<file path="src/rtl/mem_bus_arbiter_pkg.sv">
// mem_bus_arbiter_pkg: state codes and grant identifiers shared by the IF/MEM bus arbiter.
package mem_bus_arbiter_pkg;
  typedef enum logic [1:0] {
    ARB_IDLE   = 2'd0,
    ARB_BUSY_I = 2'd1,
    ARB_BUSY_D = 2'd2,
    ARB_ABORT  = 2'd3
  } arb_state_e;
  typedef enum logic {
    ARB_GNT_IF  = 1'b0,
    ARB_GNT_MEM = 1'b1
  } arb_gnt_e;
  localparam logic [3:0] SEL_WORD = 4'b1111;
endpackage

</file>
<file path="src/rtl/mem_bus_arbiter_grant.sv">
// mem_bus_arbiter_grant: combinational winner select; ARB_ROUND_ROBIN_EN alternates on contention.
module mem_bus_arbiter_grant
  import mem_bus_arbiter_pkg::*;
(
  input  logic     if_req,
  input  logic     mem_req,
`ifdef ARB_ROUND_ROBIN_EN
  input  arb_gnt_e last_grant,
`endif
  output logic     valid,
  output arb_gnt_e gnt
);
  assign valid = if_req | mem_req;
`ifdef ARB_ROUND_ROBIN_EN
  assign gnt = (if_req & mem_req) ? ((last_grant == ARB_GNT_IF) ? ARB_GNT_MEM : ARB_GNT_IF)
                                  : (mem_req ? ARB_GNT_MEM : ARB_GNT_IF);
`else
  // MEM holds the older instruction, so it wins on contention
  assign gnt = mem_req ? ARB_GNT_MEM : ARB_GNT_IF;
`endif
endmodule

</file>
<file path="src/rtl/mem_bus_arbiter.sv">
// mem_bus_arbiter: shares one registered Wishbone-style bus between IF and MEM; ARB_ROUND_ROBIN_EN selects alternating priority.
module mem_bus_arbiter
  import mem_bus_arbiter_pkg::*;
#(
  parameter int ADDR_W = 32,
  parameter int DATA_W = 32
) (
  input  logic              clk,
  input  logic              rst,
  input  logic              flush,
  input  logic              if_ce_i,
  input  logic [ADDR_W-1:0] if_addr_i,
  output logic [DATA_W-1:0] if_rdata_o,
  output logic              if_stallreq_o,
  input  logic              mem_ce_i,
  input  logic              mem_we_i,
  input  logic [3:0]        mem_sel_i,
  input  logic [ADDR_W-1:0] mem_addr_i,
  input  logic [DATA_W-1:0] mem_wdata_i,
  output logic [DATA_W-1:0] mem_rdata_o,
  output logic              mem_stallreq_o,
  output logic              bus_cyc_o,
  output logic              bus_stb_o,
  output logic              bus_we_o,
  output logic [3:0]        bus_sel_o,
  output logic [ADDR_W-1:0] bus_addr_o,
  output logic [DATA_W-1:0] bus_wdata_o,
  input  logic [DATA_W-1:0] bus_rdata_i,
  input  logic              bus_ack_i
);
  arb_state_e state;
  arb_gnt_e   gnt;
  logic       gnt_valid, done_i, done_d, busy;
`ifdef ARB_ROUND_ROBIN_EN
  arb_gnt_e   last_grant;
`endif
  assign busy = (state == ARB_BUSY_I) | (state == ARB_BUSY_D);
  assign if_stallreq_o  = ~rst & ((if_ce_i & ~done_i) | (state == ARB_ABORT));
  assign mem_stallreq_o = ~rst & ((mem_ce_i & ~done_d) | (state == ARB_ABORT));
  mem_bus_arbiter_grant u_grant (
    .if_req     (if_ce_i & ~done_i),
    .mem_req    (mem_ce_i & ~done_d),
`ifdef ARB_ROUND_ROBIN_EN
    .last_grant (last_grant),
`endif
    .valid      (gnt_valid),
    .gnt        (gnt)
  );
  always_ff @(posedge clk) begin
    if (rst) begin
      state       <= ARB_IDLE;
      done_i      <= 1'b0;
      done_d      <= 1'b0;
      if_rdata_o  <= '0;
      mem_rdata_o <= '0;
      bus_cyc_o   <= 1'b0;
      bus_stb_o   <= 1'b0;
      bus_we_o    <= 1'b0;
      bus_sel_o   <= '0;
      bus_addr_o  <= '0;
      bus_wdata_o <= '0;
`ifdef ARB_ROUND_ROBIN_EN
      last_grant  <= ARB_GNT_IF;
`endif
    end else begin
      done_i <= 1'b0;
      done_d <= 1'b0;
      if (state != ARB_IDLE && bus_ack_i) begin
        state       <= ARB_IDLE;
        bus_cyc_o   <= 1'b0;
        bus_stb_o   <= 1'b0;
        bus_we_o    <= 1'b0;
        bus_sel_o   <= '0;
        bus_addr_o  <= '0;
        bus_wdata_o <= '0;
        // an ack that lands in ABORT is swallowed: no data, no done pulse
        done_i <= state == ARB_BUSY_I;
        done_d <= state == ARB_BUSY_D;
        if (state == ARB_BUSY_I) if_rdata_o <= bus_rdata_i;
        if (state == ARB_BUSY_D && !bus_we_o) mem_rdata_o <= bus_rdata_i;
      end else if (busy && flush) begin
        state <= ARB_ABORT;
      end else if (state == ARB_IDLE && gnt_valid) begin
        state       <= (gnt == ARB_GNT_MEM) ? ARB_BUSY_D : ARB_BUSY_I;
        bus_cyc_o   <= 1'b1;
        bus_stb_o   <= 1'b1;
        bus_we_o    <= (gnt == ARB_GNT_MEM) ? mem_we_i : 1'b0;
        bus_sel_o   <= (gnt == ARB_GNT_MEM) ? mem_sel_i : SEL_WORD;
        bus_addr_o  <= (gnt == ARB_GNT_MEM) ? mem_addr_i : if_addr_i;
        bus_wdata_o <= (gnt == ARB_GNT_MEM) ? mem_wdata_i : '0;
`ifdef ARB_ROUND_ROBIN_EN
        last_grant  <= gnt;
`endif
      end
    end
  end
endmodule

</file>
<file path="config.mk">
export PLATFORM = sky130hd
export DESIGN_NAME = mem_bus_arbiter
export DESIGN_NICKNAME = d
export VERILOG_FILES = /design/src/rtl/mem_bus_arbiter_pkg.sv /design/src/rtl/mem_bus_arbiter_grant.sv /design/src/rtl/mem_bus_arbiter.sv
export SDC_FILE = /design/constraint.sdc
export NUM_CORES = 1
export LEC_CHECK = 0
export ABC_AREA = 1
export BUFFER_PORTS_ARGS = -buffer_cell sky130_fd_sc_hd__buf_4
export CORE_MARGIN = 4
export CORE_UTILIZATION = 48
export CTS_CLUSTER_SIZE = 24
export DETAILED_ROUTE_END_ITERATION = 12
export PLACE_DENSITY_LB_ADDON = 0.2
export SLEW_MARGIN = 20
export SYNTH_ARGS = -nofsm -noshare
export SYNTH_HDL_FRONTEND = slang
export SYNTH_SLANG_ARGS = --single-unit
export TNS_END_PERCENT = 5
</file>
<file path="constraint.sdc">
create_clock -name clk -period 2 [get_ports clk]
set_clock_uncertainty 0.2 [all_clocks]
set_input_delay 0.3 -clock clk [delete_from_list [all_inputs] [get_ports clk]]
set_output_delay 0.3 -clock clk [all_outputs]
set_load 0.01 [all_outputs]
</file>
Word-level counts from Yosys, hierarchy flattened --
Index checks and enable logic that the tools add are counted.
Storage, ports and cells: input port bits 139, logic and storage cells 47, bits in registers 138, output and inout bits 137
Cells by class: muxes and demuxes 8, reductions and logical operators 13, bitwise gates (word level) 13, eq/ne operators 3
Operators with widths (number):
- 2-to-1 mux 32 bit | 2
- 2-to-1 mux 2 bit | 3
- AND reduction 2 bit | 3
- inverter 1 bit | 5
- bitwise AND 1 bit | 4
- == test 2 bit (second input constant) | 2
- logical AND 1 bit | 4
- 2-to-1 mux 4 bit | 1
- OR 1 bit | 4
- nonzero test 2 bit | 2
- OR reduction 2 bit | 2
- == test 2 x 1 -> 1 bit (second input constant) | 1
- zero test 2 bit | 1
- 2-to-1 mux 1 bit | 2
- zero test 1 bit | 1

Depth between registers and ports, before layout --
depth in word-level cells 6, mapped depth 9, depth with buffers taken out 7

Cells and area by module --
From an unflattened synthesis, not the netlist that was laid out.
Second synthesis, totals: cell total of the unflattened synthesis 950, area total of the unflattened synthesis 6113.4 µm²
Modules (own cells, without submodules):
- mem_bus_arbiter | area an instance 6094.6 µm², cells each 946, times used 1, seq. area each 2762.6 µm²
- mem_bus_arbiter_grant | area an instance 18.8 µm², cells each 4, times used 1, seq. area each 0.0 µm²

Worst setup path before layout --
No wires, ideal clock.
path type register to register, from reg state[0], to reg if_rdata_o[10], stages on the path, launching flop included 9, library setup time 0.132 ns, clock period less this slack 1.703 ns, data required time 1.668 ns, arrival 1.370 ns, slack 0.297 ns, buffers on the path 2, cell sequence dfxtp_1 -> inv_1 -> ha_1 -> buf_2 -> nor2_2 -> nand2_1 -> clkbuf_1 -> nand2_1 -> a21oi_1
Between the ends: cells in the longest elaborated chain, start to end 3, elaborated cells between the ends (all ways) 4, those cells by class 1 x eq/ne; 3 x reduce/logical
Ends and longest elaborated chain:
- from (decl) | line mem_bus_arbiter.sv:31 | arb_state_e state;
- from (signal assigned) | line mem_bus_arbiter.sv:84 | state <= (gnt == ARB_GNT_MEM) ? ARB_BUSY_D : ARB_BUSY_I;
- nonzero test 2 bit | line mem_bus_arbiter.sv:68 | if (state != ARB_IDLE && bus_ack_i) begin
- logical AND 1 bit | line mem_bus_arbiter.sv:68
- AND reduction 2 bit (no source line) *
- to (signal assigned) | line mem_bus_arbiter.sv:79 | if (state == ARB_BUSY_I) if_rdata_o <= bus_rdata_i;
- to (decl) | line mem_bus_arbiter.sv:13 | output logic [DATA_W-1:0] if_rdata_o,
Every way passes the cells marked *; elsewhere a longest branch is shown, timed or not. A chain may end at the register's enable or synchronous reset.

Worst setup path in the final report --
from reg state[0], to out if_stallreq_o
Between the ends: cells in the longest elaborated chain, start to end 3
Ends and longest elaborated chain:
- == test 2 bit | line mem_bus_arbiter.sv:38 | assign if_stallreq_o = ~rst & ((if_ce_i & ~done_i) | (state == ARB_ABORT));
- OR 1 bit | line mem_bus_arbiter.sv:38
- bitwise AND 1 bit | line mem_bus_arbiter.sv:38
- to (decl) | line mem_bus_arbiter.sv:14 | output logic if_stallreq_o,
Every way passes these cells.

==> results.md <==
- Status: complete, no violations
- Clock latency on the worst-skew pair: 410 ps
- Synth Instances: 950
- Number of library cell types mapped by synthesis: 18
- Largest net degree at the start of global routing: a little under 70
- Comb power frac: 0.492
- HP Start: mem_sel_i[1]
- Layout area overhead: 53.17%
- DR vias/cell: 4.817
- Ports: between 200 and 300
- R2R setup slack: roughly 110 ps
- Core area: about 13000 um2
- Worst reg2reg path startpoint: done_d$_SDFF_PP0_
- Worst EP required: around 1500 ps
- CP Max Fanout: 3
- H-tree levels: 4
- Clock transition at path regs: 60 ps
- First-pass DRT Iterations: 5
- Die Wd: 121.8 um
- # rows: 41
- I/O Buffers: 275
- Crit Path Class: flop to output port
- Worst reg2reg endpoint: bus_addr_o[21]$_SDFFE_PP0P_
- RSZ-0062 raised after global routing: false
- Worst EP arrival: 1390 ps
- Post-synthesis area per instance: 6.544 um2
- Clock power share: 0.210
- Maximum VDD drop: between 0.6 and 0.7 mV
- CP endpoint kind: output port
- Die height: 121.8 um
- Slew Viols, Final: 0
- Switching share of power: 0.4012
- Hold-critical path endpoint: bus_sel_o[1]$_SDFFE_PP0P_
- Internal Power: 8.050 mW
- First-iteration detailed-routing DRC count: 545
- Initial Util: 0.4907
- Core Util, Final: 0.7516
- Antenna Cells: 0
- DR vias: between 6000 and 7000
- Post-DRT Antenna Nets: 0
- Share of layout cells above drive strength 1: 0.2892
- Final Cycle Share: 0.9473
- Clk buf depth: 2
- Mapped Area: slightly above 6000 um2
- Num CTS Buffers: 17
- First-pass GRT wire length: 30.58 mm
- Max Freq: around 530 MHz
- Vias in the first global route: 6307
- Critical Path Start Type: flop
- WHS Path Cells: 4
- Die area: 14840 um2
- GRT Util Overall: 0.2579
- Initial antenna violation count: 0
- Register area share after synthesis: 0.4444
- Max-cap violation count: 0
- Synth Warn #: 0
- CTS sink cnt: 138
- Sequential power share: 0.298
- Final nets: 1392
- Syn nets: 1093
- Final hold slack: 11.79 ps
- NetSw: 5.394 mW
- Post-synthesis register bit count: between 100 and 150
- Wirelength per Cell: 13.80 um
- TritonCTS clock tree: built
- PwrDens: 1412 nW/um2
- Min Clock Period, post-route: 1895 ps
- FF-to-FF path depth: 9
- Static leakage: 4.782 nW
- Post-DP HPWL: approximately 13 mm
- Final Hold Fails: 0
- Global route overflow: 0
- Slew @ Worst Pin: between 600 and 700 ps
- Setup_tns: 0 ps
- DR DRC count: 0
- Tot Pwr: 13.44 mW
- Final WL: 19.79 mm
- Clock root buffer: clkbuf_16
- Worst hold path type: primary input to flop
- Gpl congestion: 0.8354
- Relative slew slack: 0.5453
- Setup violations, final: 0
==> Yosys cell counts, drive strengths merged <==
master  instances  share of area
a21boi          1         0.0012
a21oi          66          0.053
buf            43          0.037
clkbuf         28          0.017
dfxtp         138           0.44
ha              4         0.0081
inv           111          0.067
nand2         308           0.19
nand3          94          0.076
nand4          31          0.031
nor2          121          0.074
nor4            1         0.0010
or2             4         0.0040
==> critical path: stages (launching register included) <==
cell	delay (ps)
dfxtp_1	330
buf_4	120
ha_1	130
inv_1	40
a21oi_1	190
buf_4	160
==> power by group through the flow <==
| stage | clock network (mW) | registers, mW | logic [mW] |
|---|---|---|---|
| global placement | 0 | 4.04 | 6.22 |
| finish | 2.82 | 4.01 | 6.62 |
| detailed placement | 0 | 4.05 | 6.29 |
| floorplan | 0 | 4.40 | 3.48 |
| CTS | 2.85 | 4.00 | 6.55 |
| global route | 2.98 | 4.09 | 7.41 |
==> per-layer routing <==
layer  vias up  track usage  wire length, um
li1       3524            -                -
met1      3043       0.3017             7562
met2       305       0.4454             9862
met3        36      0.07799             1917
met4         0      0.09594              443
met5         -            0                0
==> through the flow <==
step	area, um2	worst slack [ps]	cells
2_1_floorplan	6217	297.5	950
3_3_place_gp	8433	-167.2	1352
3_5_place_dp	8433	-207.0	1352
4_1_cts	9472	16.46	1431
5_1_grt	9523	13.48	1434
6_report	9523	105.4	1434
==> final cells by class <==
type | instances | area [um2]
clock buffer | 20 | 456.7
clock inverter | 12 | 76.32
fill | 994 | 3148
inverter | 111 | 416.7
multi-input combinational | 631 | 2753
sequential | 138 | 2763
tap | 172 | 215.2
timing repair buffer | 350 | 2843
==> kinds of logic after synthesis <==
kind of cell / Yosys count / synth area share
simple gates: 559 / 0.3725
buf+inv: 182 / 0.1207
flops: 138 / 0.4444
compound gates: 67 / 0.05434
fa+ha+maj: 4 / 0.008050
==> sequential cells by signal, summed over array words and instances (netlist names) <==
signal / cells
bus_stb_o: 1
done_d: 1
bus_addr_o: 32
done_i: 1
bus_wdata_o: 32
bus_we_o: 1
if_rdata_o: 32
mem_rdata_o: 32
bus_sel_o: 4
state: 2
==> repair_timing <==
action / 4_1_cts / 5_1_grt
gates cloned: 2 / 0
endpoints found under the setup margin: 124 / 91
endpoints found under the hold margin: 74 / 0
resized for setup: 4 / 6
pin swaps: 1 / 3
setup buffers: 0 / 3
hold buffers: 45 / 0
==> cell usage in the layout (no fill, tap or decap) <==
cell	Yosys	final
a21boi_1	1	1
ha_4	0	1
nand3_1	94	93
clkbuf_16	0	17
clkbuf_1	28	1
inv_1	94	94
nand2_2	2	2
buf_4	8	296
inv_2	17	17
bufbuf_16	0	1
buf_8	0	1
ha_1	4	3
nor2_2	2	1
dfxtp_1	138	138
nor4_1	1	1
nand3_4	0	1
clkbuf_8	0	2
nor2_1	119	118
a21oi_1	66	66
nand2_1	306	306
or2_2	4	4
nor2_4	0	3
dlygate4sd3_1	0	45
clkinv_2	0	7
buf_6	0	2
nand4_1	31	31
clkinvlp_4	0	2
clkinv_4	0	3
buf_12	0	5
==> worst max path at each step <==
stage                          startpoint                          end  slack [ps]
detailed placement  state[0]$_SDFFE_PP0P_  if_rdata_o[16]$_SDFFE_PP0P_        -210
CTS                 state[0]$_SDFFE_PP0P_   bus_addr_o[7]$_SDFFE_PP0P_          20
finish              state[0]$_SDFFE_PP0P_                if_stallreq_o         110
global route            done_d$_SDFF_PP0_  bus_addr_o[15]$_SDFFE_PP0P_          10
global placement    state[0]$_SDFFE_PP0P_        state[0]$_SDFFE_PP0P_        -170
floorplan           state[0]$_SDFFE_PP0P_  if_rdata_o[10]$_SDFFE_PP0P_         300
Power figures use the tool's default switching activity.
